File: config.mk
export PLATFORM = sky130hd
export DESIGN_NAME = lsu_mem_port_flat
export DESIGN_NICKNAME = d
export VERILOG_FILES = /design/src/rtl/lsu_mem_port_if.sv /design/src/rtl/lsu_mem_port.sv /design/src/flat_wrapper.sv
export SDC_FILE = /design/constraint.sdc
export NUM_CORES = 1
export LEC_CHECK = 0
export ABC_AREA = 1
export BUFFER_PORTS_ARGS = -buffer_cell sky130_fd_sc_hd__buf_2
export CAP_MARGIN = 25
export CELL_PAD_IN_SITES_DETAIL_PLACEMENT = 2
export CELL_PAD_IN_SITES_GLOBAL_PLACEMENT = 2
export CORE_MARGIN = 1.5
export CORE_UTILIZATION = 21
export CTS_CLUSTER_SIZE = 14
export DETAILED_ROUTE_END_ITERATION = 8
export GPL_ROUTABILITY_DRIVEN = 0
export GPL_TIMING_DRIVEN = 0
export PLACE_DENSITY_LB_ADDON = 0.25
export SLEW_MARGIN = 20
export SYNTH_ARGS = -nofsm -noshare
export SYNTH_HDL_FRONTEND = slang
export SYNTH_SLANG_ARGS = --single-unit
File: constraint.sdc
create_clock -name clk -period 1.7 [get_ports clk]
set_clock_uncertainty 0.05 [all_clocks]
set_input_delay 0.255 -clock clk [delete_from_list [all_inputs] [get_ports clk]]
set_output_delay 0.255 -clock clk [all_outputs]
set_load 0.02 [all_outputs]
File: src/rtl/lsu_mem_port_if.sv
// Bundle of pipeline request/response and memory data-port signals around the LSU.
// master = pipeline plus memory side; slave = the load/store unit itself.
interface lsu_mem_port_if;
    logic        req_valid;
    logic        req_ready;
    logic        req_we;
    logic [2:0]  req_funct3;
    logic [31:0] req_addr;
    logic [31:0] req_wdata;

    logic        resp_valid;
    logic        resp_ready;
    logic [31:0] resp_rdata;
    logic        resp_err;

    logic [31:0] mem_addr;
    logic        mem_ren;
    logic        mem_wen;
    logic [31:0] mem_wdata;
    logic [3:0]  mem_mask;
    logic [31:0] mem_rdata;

    modport master (
        output req_valid, req_we, req_funct3, req_addr, req_wdata, resp_ready, mem_rdata,
        input  req_ready, resp_valid, resp_rdata, resp_err,
               mem_addr, mem_ren, mem_wen, mem_wdata, mem_mask
    );

    modport slave (
        input  req_valid, req_we, req_funct3, req_addr, req_wdata, resp_ready, mem_rdata,
        output req_ready, resp_valid, resp_rdata, resp_err,
               mem_addr, mem_ren, mem_wen, mem_wdata, mem_mask
    );
endinterface

File: src/rtl/lsu_mem_port.sv
// RV32I load/store unit driving the data port of a synchronous memory: byte masks,
// lane replication, load extraction with sign/zero extension, and a held response.
module lsu_mem_port #(
    parameter int READ_LATENCY = 1
) (
    input logic          clk,
    input logic          rst_n,
    lsu_mem_port_if.slave bus
);

    typedef enum logic [1:0] {
        IDLE = 2'd0,
        WAIT = 2'd1,
        RESP = 2'd2
    } state_t;

    localparam logic [2:0] LAT = 3'(READ_LATENCY);

    state_t      state_reg, state_next;
    logic [2:0]  cnt_reg, cnt_next;
    logic [2:0]  funct3_reg, funct3_next;
    logic [1:0]  off_reg, off_next;
    logic [31:0] rdata_reg, rdata_next;
    logic        err_reg, err_next;

    logic        accept;
    logic        access_err;
    logic        load_issue;
    logic        store_issue;
    logic [7:0]  rd_byte [4];
    logic [7:0]  wr_byte [4];
    logic [7:0]  sel_byte;
    logic [15:0] sel_half;
    logic [31:0] load_value;
    logic [3:0]  mask_raw;

    // Ready is gated by rst_n so nothing is accepted or strobed while reset is held.
    assign bus.req_ready = rst_n & (state_reg == IDLE);
    assign accept        = bus.req_valid & bus.req_ready;
    assign load_issue    = accept & ~bus.req_we & ~access_err;
    assign store_issue   = accept &  bus.req_we & ~access_err;

    assign bus.mem_addr  = {bus.req_addr[31:2], 2'b00};
    assign bus.mem_ren   = load_issue;
    assign bus.mem_wen   = store_issue;

    // Per-lane store replication and read-lane split.
    genvar gi;
    generate
        for (gi = 0; gi < 4; gi++) begin : g_lane
            assign rd_byte[gi] = bus.mem_rdata[8*gi +: 8];
            assign wr_byte[gi] = (bus.req_funct3[1:0] == 2'd0) ? bus.req_wdata[7:0] :
                                 (bus.req_funct3[1:0] == 2'd1) ? bus.req_wdata[8*(gi%2) +: 8] :
                                                                 bus.req_wdata[8*gi +: 8];
            assign bus.mem_wdata[8*gi +: 8] = store_issue ? wr_byte[gi] : 8'h00;
        end
    endgenerate

    always_comb begin
        mask_raw = 4'b1111;
        case (bus.req_funct3[1:0])
            2'd0:    mask_raw = 4'b0001 << bus.req_addr[1:0];
            2'd1:    mask_raw = 4'b0011 << bus.req_addr[1:0];
            default: mask_raw = 4'b1111;
        endcase
    end

    assign bus.mem_mask = store_issue ? mask_raw : 4'b0000;

    // Alignment and encoding check for the request currently on the bus.
    always_comb begin
        access_err = 1'b0;
        if (bus.req_we) begin
            case (bus.req_funct3)
                3'd0:    access_err = 1'b0;
                3'd1:    access_err = bus.req_addr[0];
                3'd2:    access_err = |bus.req_addr[1:0];
                default: access_err = 1'b1;
            endcase
        end else begin
            case (bus.req_funct3)
                3'd0, 3'd4: access_err = 1'b0;
                3'd1, 3'd5: access_err = bus.req_addr[0];
                3'd2:       access_err = |bus.req_addr[1:0];
                default:    access_err = 1'b1;
            endcase
        end
    end

    // Lane extraction uses the funct3/offset captured at accept, not the live request.
    assign sel_byte = rd_byte[off_reg];
    assign sel_half = off_reg[1] ? bus.mem_rdata[31:16] : bus.mem_rdata[15:0];

    always_comb begin
        load_value = 32'h0;
        case (funct3_reg)
            3'd0:    load_value = {{24{sel_byte[7]}}, sel_byte};
            3'd4:    load_value = {24'h0, sel_byte};
            3'd1:    load_value = {{16{sel_half[15]}}, sel_half};
            3'd5:    load_value = {16'h0, sel_half};
            3'd2:    load_value = bus.mem_rdata;
            default: load_value = 32'h0;
        endcase
    end

    always_comb begin
        state_next  = state_reg;
        cnt_next    = cnt_reg;
        funct3_next = funct3_reg;
        off_next    = off_reg;
        rdata_next  = rdata_reg;
        err_next    = err_reg;
        case (state_reg)
            IDLE: begin
                if (accept) begin
                    if (access_err) begin
                        state_next = RESP;
                        rdata_next = 32'h0;
                        err_next   = 1'b1;
                    end else if (bus.req_we) begin
                        state_next = RESP;
                        rdata_next = 32'h0;
                        err_next   = 1'b0;
                    end else begin
                        state_next  = WAIT;
                        cnt_next    = 3'd1;
                        funct3_next = bus.req_funct3;
                        off_next    = bus.req_addr[1:0];
                    end
                end
            end
            WAIT: begin
                if (cnt_reg == LAT) begin
                    state_next = RESP;
                    rdata_next = load_value;
                    err_next   = 1'b0;
                end else begin
                    cnt_next = cnt_reg + 3'd1;
                end
            end
            RESP: begin
                if (bus.resp_ready) begin
                    state_next = IDLE;
                end
            end
            default: state_next = IDLE;
        endcase
    end

    always_ff @(posedge clk or negedge rst_n) begin
        if (!rst_n) begin
            state_reg  <= IDLE;
            cnt_reg    <= 3'd0;
            funct3_reg <= 3'd0;
            off_reg    <= 2'd0;
            rdata_reg  <= 32'h0;
            err_reg    <= 1'b0;
        end else begin
            state_reg  <= state_next;
            cnt_reg    <= cnt_next;
            funct3_reg <= funct3_next;
            off_reg    <= off_next;
            rdata_reg  <= rdata_next;
            err_reg    <= err_next;
        end
    end

    assign bus.resp_valid = (state_reg == RESP);
    assign bus.resp_rdata = rdata_reg;
    assign bus.resp_err   = err_reg;

endmodule

File: src/flat_wrapper.sv
// flat-port wrapper written by rule: the top's interface ports become plain ports
module lsu_mem_port_flat 
#(
    parameter int READ_LATENCY = 1
)
  (clk, rst_n, bus_req_valid, bus_req_we, bus_req_funct3, bus_req_addr, bus_req_wdata, bus_resp_ready, bus_mem_rdata, bus_req_ready, bus_resp_valid, bus_resp_rdata, bus_resp_err, bus_mem_addr, bus_mem_ren, bus_mem_wen, bus_mem_wdata, bus_mem_mask);
  lsu_mem_port_if bus_i ();
  input logic clk;
  input logic rst_n;
  input wire logic [$bits(bus_i.req_valid)-1:0] bus_req_valid;
  input wire logic [$bits(bus_i.req_we)-1:0] bus_req_we;
  input wire logic [$bits(bus_i.req_funct3)-1:0] bus_req_funct3;
  input wire logic [$bits(bus_i.req_addr)-1:0] bus_req_addr;
  input wire logic [$bits(bus_i.req_wdata)-1:0] bus_req_wdata;
  input wire logic [$bits(bus_i.resp_ready)-1:0] bus_resp_ready;
  input wire logic [$bits(bus_i.mem_rdata)-1:0] bus_mem_rdata;
  output wire logic [$bits(bus_i.req_ready)-1:0] bus_req_ready;
  output wire logic [$bits(bus_i.resp_valid)-1:0] bus_resp_valid;
  output wire logic [$bits(bus_i.resp_rdata)-1:0] bus_resp_rdata;
  output wire logic [$bits(bus_i.resp_err)-1:0] bus_resp_err;
  output wire logic [$bits(bus_i.mem_addr)-1:0] bus_mem_addr;
  output wire logic [$bits(bus_i.mem_ren)-1:0] bus_mem_ren;
  output wire logic [$bits(bus_i.mem_wen)-1:0] bus_mem_wen;
  output wire logic [$bits(bus_i.mem_wdata)-1:0] bus_mem_wdata;
  output wire logic [$bits(bus_i.mem_mask)-1:0] bus_mem_mask;
  assign bus_i.req_valid = bus_req_valid;
  assign bus_i.req_we = bus_req_we;
  assign bus_i.req_funct3 = bus_req_funct3;
  assign bus_i.req_addr = bus_req_addr;
  assign bus_i.req_wdata = bus_req_wdata;
  assign bus_i.resp_ready = bus_resp_ready;
  assign bus_i.mem_rdata = bus_mem_rdata;
  assign bus_req_ready = bus_i.req_ready;
  assign bus_resp_valid = bus_i.resp_valid;
  assign bus_resp_rdata = bus_i.resp_rdata;
  assign bus_resp_err = bus_i.resp_err;
  assign bus_mem_addr = bus_i.mem_addr;
  assign bus_mem_ren = bus_i.mem_ren;
  assign bus_mem_wen = bus_i.mem_wen;
  assign bus_mem_wdata = bus_i.mem_wdata;
  assign bus_mem_mask = bus_i.mem_mask;
  lsu_mem_port #(.READ_LATENCY(READ_LATENCY)) u_core (.clk(clk), .rst_n(rst_n), .bus(bus_i));
endmodule
# Word level (Yosys, flattened, before mapping)

Index checks and enable logic that the tools add are counted.

Div/mod/pow operators: 0
$mul: 0
Shift-type cells: 2
Equal/unequal tests: 19
$add $sub $neg: 1
Muxes and demuxes: 40
Reduce and logical (&&, ||, !) cells: 12
Bitwise operators: 9
$lt $le $gt $ge: 1

Operators with widths:

| kind                                                | number |
|---|---|
| one-hot mux 32 bit (5 select lines)                 | 1 |
| two-way mux 32 bit                                  | 4 |
| two-way mux 8 bit                                   | 11 |
| one-hot mux 32 bit (2 select lines)                 | 1 |
| binary-select mux 8 bit (select 2 bit)              | 1 |
| two-way mux 16 bit                                  | 1 |
| equality test 3 bit, second input constant          | 4 |
| two-way mux 3 bit                                   | 4 |
| two-way mux 2 bit                                   | 5 |
| equality test 3 x 1 -> 1 bit, second input constant | 3 |
| inequality test 2 bit, second input constant        | 4 |
| one-hot mux 4 bit (2 select lines)                  | 1 |
| AND reduction 4 bit                                 | 2 |
| AND 1 bit                                           | 6 |
| equality test 3 x 2 -> 1 bit, second input constant | 2 |
| logical NOT 3 bit                                   | 2 |
| one-hot mux 1 bit (3 select lines)                  | 2 |
| one-hot mux 2 bit (3 select lines)                  | 1 |
| one-hot mux 3 bit (2 select lines)                  | 1 |
| OR reduction 2 bit                                  | 3 |
| two-way mux 1 bit                                   | 5 |
| AND reduction 5 bit                                 | 1 |
| equality test 2 x 1 -> 1 bit, second input constant | 2 |
| logical NOT 2 bit                                   | 2 |
| 13 further kinds                                    | 15 |

Flip-flop bits (word level): 43
Bits in writable memories: 0
Latch bits: 0
Memory bits (read-only): 0
Memories kept: 0
Word-level logic and storage cells: 90
Output and inout bits: 105

# Logic depth before layout (Yosys ltp)

Gate-level depths: netlist (run 1).

Word-level depth: 7
Mapped depth: 10
Depth with buffers taken out: 10

# Least setup slack after synthesis (run 1)

OpenSTA, ideal clock, no wires.

Path type: reg2out
Start: register u_core.state_reg[1]
End: output port bus_mem_wdata[0]
Stages on the path, launching flop included: 9
Arrival time: 1.581 ns
Path slack: -0.186 ns
Path buffers: 1
Data required time: 1.395 ns
Path through: dfrtp_1 inv_1 nand2_1 nor2_2 nand2_1 nor2_1 nand2_2 buf_2 nor2_1

Word-level cells in the longest chain between the ends: 6

Ends and longest elaborated chain:

| item                     | line                | text |
|---|---|---|
| start: declaration       | lsu_mem_port.sv:19  | `state_t state_reg, state_next;` |
| start signal: assignment | lsu_mem_port.sv:159 | `state_reg <= state_next;` |
| logical NOT 2 bit        | lsu_mem_port.sv:38  | `assign bus.req_ready = rst_n & (state_reg == IDLE);` |
| AND 1 bit                | lsu_mem_port.sv:38  |  |
| via bus_req_ready        | flat_wrapper.sv:17  | `output wire logic [$bits(bus_i.req_ready)-1:0] bus_req_ready;` |
| AND 1 bit                | lsu_mem_port.sv:39  | `assign accept = bus.req_valid & bus.req_ready;` |
| AND 1 bit (2 in a row)   | lsu_mem_port.sv:41  | `assign store_issue = accept & bus.req_we & ~access_err;` |
| two-way mux 8 bit        | lsu_mem_port.sv:55  | `assign bus.mem_wdata[8*gi +: 8] = store_issue ? wr_byte[gi] : 8'h00;` |
| end: declaration         | flat_wrapper.sv:24  | `output wire logic [$bits(bus_i.mem_wdata)-1:0] bus_mem_wdata;` |

The timed path passes the listed nets, and every way through them passes these cells.

# Worst setup path in the final report (run 1)

Start: register u_core.state_reg[0]
End: output port bus_mem_wdata[25]

Word-level cells in the longest chain between the ends: 6

Ends and longest elaborated chain:

| item                   | line |
|---|---|
| logical NOT 2 bit      | lsu_mem_port.sv:38 |
| AND 1 bit              | lsu_mem_port.sv:38 |
| AND 1 bit              | lsu_mem_port.sv:39 |
| AND 1 bit (2 in a row) | lsu_mem_port.sv:41 |
| two-way mux 8 bit      | lsu_mem_port.sv:55 |

No other way between the ends.

==> results by stage, run 1 <==
Worst setup path:
- The worst endpoint data arrival time is 1670 ps.
- The launching element type of the critical path is a flip-flop.
- Along the worst path, the maximum fanout reaches 7.
- The required time of the worst setup path is 1390 ps.
- The kind of end point of the critical path is an output pin.
- The worst setup path is of the reg -> out kind.

GRT:
- The number of antenna violations at the first check in global routing is 1.
- The number of global-route vias before repair was 4,555.
- The global-route total usage across every layer is 17.7%.
- The largest net degree at the start of global routing is 45.
- The first-pass GRT wire length is 23,200 um.
- After global routing the overflow that remains totals 0.

Synthesis:
- Ranked by total cell area, the synthesized netlist is headed by sky130_fd_sc_hd__dfrtp_1, sky130_fd_sc_hd__nand2_1, sky130_fd_sc_hd__a21oi_1.
- The average cell area after synthesis is 6.48 um^2.
- The number of unique standard cell types used by synthesis is 29.
- The largest total area in the synthesized netlist belongs to sky130_fd_sc_hd__dfrtp_1.
- The cell area after technology mapping is 3350 um^2.
- For this run, the number of Yosys warnings is 0.
- The share of synthesized area in the top cell type comes to 32.1%.
- The post-synthesis sequential element count is 43.
- Counting every instance in the synthesized netlist gives 517.
- After synthesis, flip-flops and latches occupy 32.1% of the total area.

Drt:
- After detailed routing, the number of vias per cell comes to 4.47.
- The post-detailed-route wirelength per cell is 16.5 um.
- The number of optimization iterations in the first detailed-route pass is 4.
- For this run, design rule violations remaining after detail routing come to 0.
- The initial DRC count is 86.
- The number of nets still failing antenna checks after routing is 0.
- The total via count after detailed routing is 4,187.
- For this block, the routed nets add up to 15,400 um of wire.

Timing:
- The post-route clock period utilization is 116%.
- The number of setup violations in the final report is 40.
- The final worst setup slack is -279 ps.
- The smallest clock period supported by the final layout is computed as 1980 ps.
- Setup repair after global routing could not meet its margin everywhere.
- The tightest hold path in the finished design has a slack of -238 ps.
- The number of pins exceeding their max-slew limit in the final report is 0.
- The highest clock rate is 505 MHz.
- The total count of hold-check failures in the final report came to 43.

Floorplanning:
- The die covers 16,700 um^2.
- The initial core utilization is 21.8%.
- The floorplan has 45 rows.
- In this run the vertical extent of the chip is 129 um.
- The floorplan step defined a core boundary enclosing 15,400 um^2.
- The I/O pin count is 209.
- The die outline width is 129 um.

Power and ir drop:
- Sequential cells account for 20.9% of the total power.
- The internal power is 0.00324 W.
- The highest ir drop seen on vdd is 383 uV.
- The leakage power figure is 2.94 nW.
- The share of power burned in the clock network is 15.6%.
- Per report_power, the combinational group accounts for 63.5% of the total.
- In this run the power spent charging and discharging nets is 0.00298 W.
- The fraction of power spent switching nets is 47.9%.
- For this design the ratio of total power to cell area is 1110 nW/um^2.

Clocking:
- The clock reaches the later pin of the worst-skew pair after 290 ps.
- Clock-pin slew was measured on the worst setup and hold paths at 70 ps.
- The number of buffers created by CTS is 5.
- The number of H-tree levels is 2.
- The maximum buffer depth of the clock tree is 2.
- TritonCTS built the clock tree.
- The library cell used as clock root buffer is sky130_fd_sc_hd__clkbuf_16.
- The total clock sinks is 43.

Finish:
- Leaving out filler cells and counting taps, the final layout contains 937.
- 0 antenna diodes ended up in the layout.
- The post-route cell area is 5620 um^2.
- The number of flip-flops under the largest register name is 32.
- The share of layout cells above drive strength 1 is 47.9%.
- Relative to the synthesized area, the layout overhead comes to 67.9%.
- At the end of the flow, the number of nets in the layout was 831.
- Fill cells in the final layout number 1,809.

Outcome:
- The flow ran to the end, but the final reports show violations.
- The checks that failed: hold timing, setup timing.

Place:
- The number of I/O port buffers is 175.
- The number of placed cells counting well taps is 904.
- The HPWL reported at the end of detailed placement is 11,700 um.
- The post-place setup slack is -1150 ps.
- Summing all placed instances gives a cell area of 4750 um^2.

Job:
- The count of max-cap constraint violations is 0.

Hold path:
- The worst hold path belongs to the class in -> async.
==> through the flow <==
| stage | TNS (ps) | hold slack (ps) | total power, W | utilization [%] |
|---|---|---|---|---|
| 6_report | -9210 | -238 | 0.00622 | 36.6 |
| 5_1_grt | -15610 | -223 | 0.00675 | 36.6 |
| 4_1_cts | -8760 | -184 | 0.00584 | 34.6 |
| 3_5_place_dp | -74480 | 393 | 0.00462 | 30.9 |
| 3_3_place_gp | -66620 | 382 | 0.00450 | 30.9 |
| 2_1_floorplan | -633 | -90.6 | 0.00361 | - |
==> synth_stat cells, drive strengths merged <==
cell      n
nand3    13
conb      1
o31ai     1
o211ai    7
buf      57
a21oi    62
ha        2
o21ai    35
or2       7
nor3      2
clkbuf    1
dfrtp    43
xnor2     1
inv      33
nor2     68
nand3b    1
nand2   183
==> per-layer routing <==
metal	share of wire (%)	GRT usage (%)	vias up
li1	-	-	2019
met1	37	19.3	2002
met2	55	34.4	148
met3	7.2	4.21	16
met4	1.1	3.77	2
met5	0.065	0	-
==> repair_timing <==
item                       in CTS  in global routing
gates resized for setup        98                 42
setup endpoints to repair      82                 72
gates cloned                    0                  3
setup buffers                  14                  8
hold endpoints to repair       43                 43
pin swaps                       4                 13
==> power groups by stage <==
stage	Combinational (W)	Clock (W)	Sequential (W)
floorplan	0.00225	0	0.00136
global route	0.00439	0.00103	0.00133
CTS	0.00355	0.000999	0.00130
global placement	0.00319	0	0.00132
finish	0.00395	0.000970	0.00130
detailed placement	0.00330	0	0.00133
==> final timing paths <==
path	start	endpoint	slack, ps	cells past startpoint
setup / recovery	u_core.state_reg[0]$_DFFE_PN0P_	bus_mem_wdata[25]	-280	9
hold / removal	rst_n	u_core.bus.resp_rdata[12]$_DFFE_PN0P_	-240	1
setup reg to reg	u_core.cnt_reg[1]$_DFFE_PN0P_	u_core.bus.resp_rdata[22]$_DFFE_PN0P_	-10	9
hold reg to reg	u_core.bus.resp_rdata[3]$_DFFE_PN0P_	u_core.bus.resp_rdata[3]$_DFFE_PN0P_	430	2
max in group asynchronous	rst_n	u_core.funct3_reg[0]$_DFFE_PN0P_	1610	1
min in group clk	bus_resp_ready	u_core.state_reg[1]$_DFFE_PN0P_	110	2
==> cell usage in the layout, fill, tap and decap left out, types with 5 or more instances in the layout <==
master	n
sky130_fd_sc_hd__o21ai_0	7
sky130_fd_sc_hd__inv_1	23
sky130_fd_sc_hd__nand3_1	10
sky130_fd_sc_hd__or2_2	7
sky130_fd_sc_hd__nor2_2	5
sky130_fd_sc_hd__buf_6	43
sky130_fd_sc_hd__a21oi_4	7
sky130_fd_sc_hd__buf_4	58
sky130_fd_sc_hd__buf_2	144
sky130_fd_sc_hd__nor2_1	27
sky130_fd_sc_hd__o21ai_1	25
sky130_fd_sc_hd__o211ai_1	7
sky130_fd_sc_hd__inv_2	9
sky130_fd_sc_hd__clkbuf_16	8
sky130_fd_sc_hd__a21oi_1	51
sky130_fd_sc_hd__nor2_4	35
sky130_fd_sc_hd__dfrtp_1	43
sky130_fd_sc_hd__nand2_1	175
==> critical path: stages (launching register included) <==
cell                      delay (ps)
sky130_fd_sc_hd__dfrtp_1         390
sky130_fd_sc_hd__inv_2            90
sky130_fd_sc_hd__nand2_4          60
sky130_fd_sc_hd__nor2_4          100
sky130_fd_sc_hd__nand2_4          70
sky130_fd_sc_hd__nor2_4          100
sky130_fd_sc_hd__nand2_4         120
sky130_fd_sc_hd__buf_6           170
sky130_fd_sc_hd__a21oi_2         140
sky130_fd_sc_hd__buf_6           140
==> layout make-up <==
| class | count | area [um^2] | area share, % |
|---|---|---|---|
| multi-input combinational | 384 | 2150 | 38.2 |
| timing repair buffer | 200 | 1380 | 24.5 |
| sequential | 43 | 1080 | 19.1 |
| buffer | 58 | 487 | 8.66 |
| tap | 211 | 264 | 4.70 |
| clock buffer | 6 | 129 | 2.29 |
| inverter | 33 | 126 | 2.25 |
| clock inverter | 2 | 12.5 | 0.223 |
==> cells by family after synthesis <==
| family | share of synthesized area [%] |
|---|---|
| adder cells (fa/ha/maj) | 0.747 |
| XOR/XNOR | 0.262 |
| flip-flops | 32.1 |
| buffers and inverters | 15.9 |
| other | 0.112 |
| AND/OR/NAND/NOR | 34.3 |
| AO/OA/AOI/OAI | 16.5 |
Power figures use the tool's default switching activity.
==> run 2, diff against run 1 <==
CORE_ASPECT_RATIO = 1.25   (was not set)
SLEW_MARGIN = 10   (was 20)
==> results by stage, run 2 (synthesis gave the netlist of run 1 again) <==
Finish:
- The utilization after layout is 36.6%.
- In the final layout, the share of cells above drive strength 1 is 49.1%.
- The antenna diode instance count is 0.
- The final net count is 836.
- In the layout the commonest cells are sky130_fd_sc_hd__nand2_1, sky130_fd_sc_hd__buf_2, sky130_fd_sc_hd__buf_4, sky130_fd_sc_hd__a21oi_1, sky130_fd_sc_hd__dfrtp_1.
- Compared with the post-synthesis result, the final layout area differs by 70.4%.
- The finished cells cover 5710 um^2.
- Leaving out fill and tap cells, the most frequent cell in the layout is sky130_fd_sc_hd__nand2_1.
- The number of flip-flops under the largest register name is 32.
- The final standard cell count with taps included and fillers excluded is 943.

Power and ir drop:
- The highest ir drop seen on vdd is 499 uV.
- The power per unit of standard cell area is 1120 nW/um^2.
- The leakage power figure is 2.97 nW.

Worst setup path:
- The critical path starts at u_core.state_reg[1]$_DFFE_PN0P_.
- In this run the worst path has a maximum fanout of 7.
- Across all register-to-register paths, the minimum setup slack is -40 ps.
- Following the worst setup path forward leads to its endpoint at bus_mem_wdata[30].
- Counting both buffers and inverters, the worst setup path holds a total of 3.
- Data on the critical path is required at its endpoint by 1390 ps.
- The launching element type of the critical path is a flip-flop.
- The critical path goes through inv_2 -> nand2_4 -> nor2_4 -> nand2_2 -> nor2_4 -> nand2_8 -> buf_12 -> a21oi_4 -> buf_6.
- The logic depth of the worst path, buffers included is 9.
- For the worst setup path, the data arrival time is 1800 ps.
- The most frequent cell on the critical path is sky130_fd_sc_hd__nor2_4.
- The kind of end point of the critical path is an output pin.
- In this run the critical register-to-register path is captured at u_core.bus.resp_rdata[8]$_DFFE_PN0P_.
- The slowest stage of the critical path belongs to the cell sky130_fd_sc_hd__dfrtp_1.
- The cell family contributing the most delay on the critical path is simple AND/OR/NAND/NOR gates.
- On the worst path, the slowest cell contributes a delay of 400 ps.
- The depth of the worst register-to-register path is 10.
- The startpoint-to-endpoint class of the critical path is reg -> out.
- The worst reg2reg path startpoint is u_core.state_reg[1]$_DFFE_PN0P_.

Floorplanning:
- The floorplan has 51 rows.
- The I/O pin count is 209.
- After floorplanning, the core was sized to cover 15,600 um^2.
- The die covers 16,700 um^2.
- The vertical die dimension is 144 um.
- From left edge to right edge, the die measures 116 um.
- The initial core utilization is 21.5%.

Clocking:
- The number of buffers created by CTS is 5.
- The library cell used as clock root buffer is sky130_fd_sc_hd__clkbuf_16.
- TritonCTS built the clock tree.
- The clock tree synthesis step divided the H-tree into 2 levels.
- The maximum buffer depth of the clock tree is 2.
- The clock insertion delay at the later pin of the skew report is 300 ps.
- The post-CTS clock slew at the launch and capture registers of the worst setup and hold paths is 70 ps.
- The total clock sinks is 43.

GRT:
- Entering global routing, the biggest net connects 45 pins.
- The number of antenna violations at the first check in global routing is 0.
- The remaining global-route overflow is 0.
- The global-route total usage across every layer is 17.7%.
- The first-pass GRT wire length is 23,200 um.
- The number of global-route vias before repair is 4,618.

Timing:
- Subtracting the final worst setup slack from the clock period gives 2110 ps.
- The worst path uses 124% of the clock period.
- At the pin with the least slew margin, the transition time is 507 ps.
- The final worst setup slack is -409 ps.
- The highest clock rate is 474 MHz.
- The total count of hold-check failures in the final report is 43.
- The relative slew slack is 66.0%.
- The accumulated negative setup slack is -14,680 ps.
- The number of pins exceeding their max-slew limit in the final report was 0.
- Setup repair after global routing could not meet its margin everywhere.
- Setup violations remaining at the end of the flow were counted as 66.
- The tightest hold path in the finished design has a slack of -205 ps.

Drt:
- Using the TritonRoute via totals, the vias-per-cell ratio works out to 4.49.
- Dividing the detail-routed wire length by the instance count gives 16.5 um.
- The number of optimization iterations in the first detailed-route pass is 4.
- Across all layers, the routed design uses 4,232 vias.
- The post-route DRC violation count is 0.
- In this run the remaining antenna-violating nets after routing total 0.
- In this run, the number of DRC markers left after iteration 0 of detailed routing was 78.
- The total wire length after detailed routing is 15,600 um.

Place:
- The area of placed instances is 4750 um^2.
- The HPWL reported at the end of detailed placement is 12,000 um.
- The number of placed instances, taps included, is 905.
- The count of buffers added on input and output ports is 175.

Job:
- The count of max-cap constraint violations is 0.

Outcome:
- The checks that failed: hold timing, setup timing.
- The run finished, with violations left.

Hold path:
- The path class of the tightest hold or removal check is in -> async.
## run 2: how the worst min path moves through the flow
stage | depth (start not counted) | startpoint | end | slack [ps]
2_1_floorplan | 0 | rst_n | u_core.bus.resp_err$_DFFE_PN0P_ | -90
3_3_place_gp | 2 | bus_resp_ready | u_core.state_reg[1]$_DFFE_PN0P_ | 380
3_5_place_dp | 2 | bus_resp_ready | u_core.state_reg[1]$_DFFE_PN0P_ | 390
4_1_cts | 1 | rst_n | u_core.bus.resp_rdata[12]$_DFFE_PN0P_ | -190
5_1_grt | 1 | rst_n | u_core.bus.resp_err$_DFFE_PN0P_ | -180
6_report | 1 | rst_n | u_core.bus.resp_rdata[12]$_DFFE_PN0P_ | -200
## run 2: metal layers
layer,global-route usage [%],vias up,wire [um]
met2,35.7,137,8760
met4,4.24,0,238
met1,18.1,2048,5630
met5,0,-,0
li1,-,2029,-
met3,3.98,18,933
## run 2: layout make-up
| class | instances | area [um^2] |
|---|---|---|
| Buffer | 58 | 483 |
| Clock buffer | 5 | 125 |
| Clock inverter | 3 | 26.3 |
| Fill cell | 1877 | 9860 |
| Inverter | 33 | 131 |
| Multi-Input combinational cell | 386 | 2180 |
| Sequential cell | 43 | 1080 |
| Tap cell | 212 | 265 |
| Timing Repair Buffer | 203 | 1420 |
## run 2: power breakdown
part | internal, W | switching (W)
combinational | 0.00158 | 0.00249
clock | 0.000559 | 0.000466
sequential | 0.00117 | 0.000124
## run 2: through the flow
| step | setup slack, ps | total power, W |
|---|---|---|
| finish | -409 | 0.00639 |
| global route | -486 | 0.00691 |
| CTS | -316 | 0.00586 |
| detailed placement | -1100 | 0.00461 |
| global placement | -1030 | 0.00450 |
| floorplan | -43.6 | 0.00361 |
## run 2: timing repair
action                                 CTS  global route
cloned                                   2             4
setup buffers                           11            14
pin swaps                                1            14
resized for setup                       94            55
endpoints found under the hold margin   43            43
setup endpoints to repair               82            75
==> run 3, diff against run 2 <==
CELL_PAD_IN_SITES_DETAIL_PLACEMENT = 1   (was 2)
CELL_PAD_IN_SITES_GLOBAL_PLACEMENT = 1   (was 2)
CORE_UTILIZATION = 28   (was 21)
==> results by stage, run 3 (synthesis gave the netlist of run 1 again) <==
GRT:
- Global routing used 21.8% of the available tracks.
- The largest net degree at the start of global routing is 45.
- The number of antenna violations at the first check in global routing is 0.
- The remaining global-route overflow is 0.
- The number of global-route vias before repair is 4,420.
- The first-pass GRT wire length is 21,700 um.

Outcome:
- The final reports fail on hold timing, setup timing.
- The run finished, with violations left.

Timing:
- Across all hold checks on the routed design, the worst slack comes to -207 ps.
- The highest clock rate is 477 MHz.
- The number of pins exceeding their max-slew limit in the final report was 0.
- Across all setup checks in the final design, the least slack found is -394 ps.
- Measured against its own limit, the worst slew margin works out to 53.6%.
- The total count of hold-check failures in the final report is 43.
- For the pin with the worst max-slew slack, the measured transition is 691 ps.
- In the final timing run, aggregate negative setup slack is -21,730 ps.
- Setup violations remaining at the end of the flow were counted as 73.
- For the finished layout, the period the worst path requires is 2090 ps.
- Setup repair after global routing could not meet its margin everywhere.
- The post-route clock period utilization is 123%.

Clocking:
- The number of H-tree levels is 2.
- TritonCTS built the clock tree.
- No sink is reached through more buffers than the 2 on the longest clock path.
- The library cell used as clock root buffer is sky130_fd_sc_hd__clkbuf_16.
- The number of buffers created by CTS is 5.
- The clock insertion delay at the later pin of the skew report is 300 ps.
- The post-CTS clock slew at the launch and capture registers of the worst setup and hold paths is 70 ps.
- For this design, the sink count on the clock tree is 43.

Finish:
- At the end of the flow, the number of nets in the layout was 843.
- The layout overhead on the synthesized area is 71.2%.
- The number of flip-flops under the largest register name is 32.
- The leading cell type in the layout, fill and taps excluded is sky130_fd_sc_hd__buf_2.
- The antenna diode instance count is 0.
- Leaving out fill and tap cells, the most frequent cells in the layout are sky130_fd_sc_hd__buf_2, sky130_fd_sc_hd__nand2_1, sky130_fd_sc_hd__buf_4, sky130_fd_sc_hd__a21oi_1, sky130_fd_sc_hd__buf_6.
- The final standard cell count with taps included and fillers excluded is 899.
- The share of layout cells above drive strength 1 is 54.1%.

Worst setup path:
- The kind of end point of the critical path is an output pin.
- The largest stage delay on the critical path is 430 ps.
- The endpoint of the lowest-slack register-to-register path is u_core.bus.resp_err$_DFFE_PN0P_.
- Along the worst path, the maximum fanout reaches 4.
- Grouping stages by cell kind, the critical path spends the most delay in buffers and inverters.
- The worst setup path is of the reg -> out kind.
- The worst endpoint data arrival time is 1790 ps.
- The signal on the critical path passes through inv_2 -> nand2_4 -> nor2_4 -> nand2_4 -> nor2_4 -> buf_4 -> nand2_4 -> buf_4 -> a21oi_2 -> buf_4.
- The sum of buffers and inverters on the critical path is 4.
- The launching element type of the critical path is a flip-flop.
- For the worst setup path, the data required time is 1390 ps.
- The cell with the biggest individual delay on the critical path is sky130_fd_sc_hd__dfrtp_1.
- For flop-to-flop paths, the worst setup slack is -280 ps.
- Counting cells, the worst reg-to-reg path comes to 13.
- In this run the critical register-to-register path is launched from u_core.state_reg[0]$_DFFE_PN0P_.
- The critical path crosses 10 cells after its start point.

Floorplanning:
- The die is 101 um wide.
- The die is 125 um tall.
- The I/O pin count is 209.
- The total die area is 12,600 um^2.
- The number of rows in the core area is 44.
- The placeable core area is 11,600 um^2.
- For this configuration, the core starts out at a cell density of 28.8%.

Place:
- Once detailed placement completed, the half-perimeter wirelength came to 10,500 um.
- The number of placed cells counting well taps is 854.
- Port buffering added 175 buffers.

Power and ir drop:
- The power per unit of standard cell area is 1110 nW/um^2.
- The overall power of the completed layout is 0.00634 W.
- The analysis attributes to cell leakage a power of 3.08 nW.
- The highest ir drop seen on vdd is 507 uV.

Hold path:
- The kind of path behind the tightest hold check is in -> async.

Drt:
- The detailed-route vias per instance is 4.69.
- For this block, the routed nets add up to 14,500 um of wire.
- The post-route DRC violation count is 0.
- Detailed routing inserted a total of 4,217 vias.
- The initial DRC count is 103.
- In this run the remaining antenna-violating nets after routing total 0.
- The number of optimization iterations in the first detailed-route pass is 5.
- After detailed routing, the average wire length per cell comes to 16.1 um.

Job:
- The count of max-cap constraint violations is 0.
[run 3: layer usage]
metal / part of all wire [%] / track usage (%)
met5: 0 / 0
met1: 35 / 21.3
met3: 6.0 / 4.47
met2: 57 / 43.2
met4: 2.7 / 8.70
[run 3: final cells by class]
type	instances	area, um^2
well taps	161	201
clock buffers	5	125
inverters	33	126
flip-flops and latches	43	1080
clock inverters	3	26.3
multi-input cells	386	2260
fillers	1511	5880
plain buffers	58	469
repair buffers	210	1440
[run 3: power breakdown]
group	internal [W]	leakage [nW]	switching (W)	total, W
logic	0.00151	2.42	0.00251	0.00402
registers	0.00118	0.585	0.000131	0.00131
clock network	0.000558	0.0748	0.000454	0.00101
[run 3: per-stage QoR]
| stage | util [%] | worst slack, ps | cell area, um^2 |
|---|---|---|---|
| final | 49.3 | -394 | 5730 |
| after global routing | 49.3 | -471 | 5730 |
| after CTS | 46.5 | -388 | 5410 |
| after detailed placement | 40.3 | -1040 | 4680 |
| after global placement | 40.3 | -964 | 4680 |
| after floorplan | - | -43.6 | 3610 |
[run 3: worst max-delay path by stage]
stage | from | end
6_report | u_core.state_reg[0]$_DFFE_PN0P_ | bus_mem_wdata[25]
5_1_grt | u_core.state_reg[0]$_DFFE_PN0P_ | bus_mem_wdata[31]
4_1_cts | u_core.state_reg[0]$_DFFE_PN0P_ | bus_mem_wdata[25]
3_5_place_dp | rst_n | bus_mem_wdata[29]
3_3_place_gp | rst_n | bus_mem_wdata[30]
2_1_floorplan | u_core.state_reg[1]$_DFFE_PN0P_ | bus_mem_mask[2]
[run 3: timing repair]
action / CTS / global route
endpoints found under the hold margin: 43 / 43
setup endpoints to repair: 82 / 75
pin swaps: 14 / 12
setup buffers: 17 / 14
gates cloned: 7 / 1
resized for setup: 118 / 67
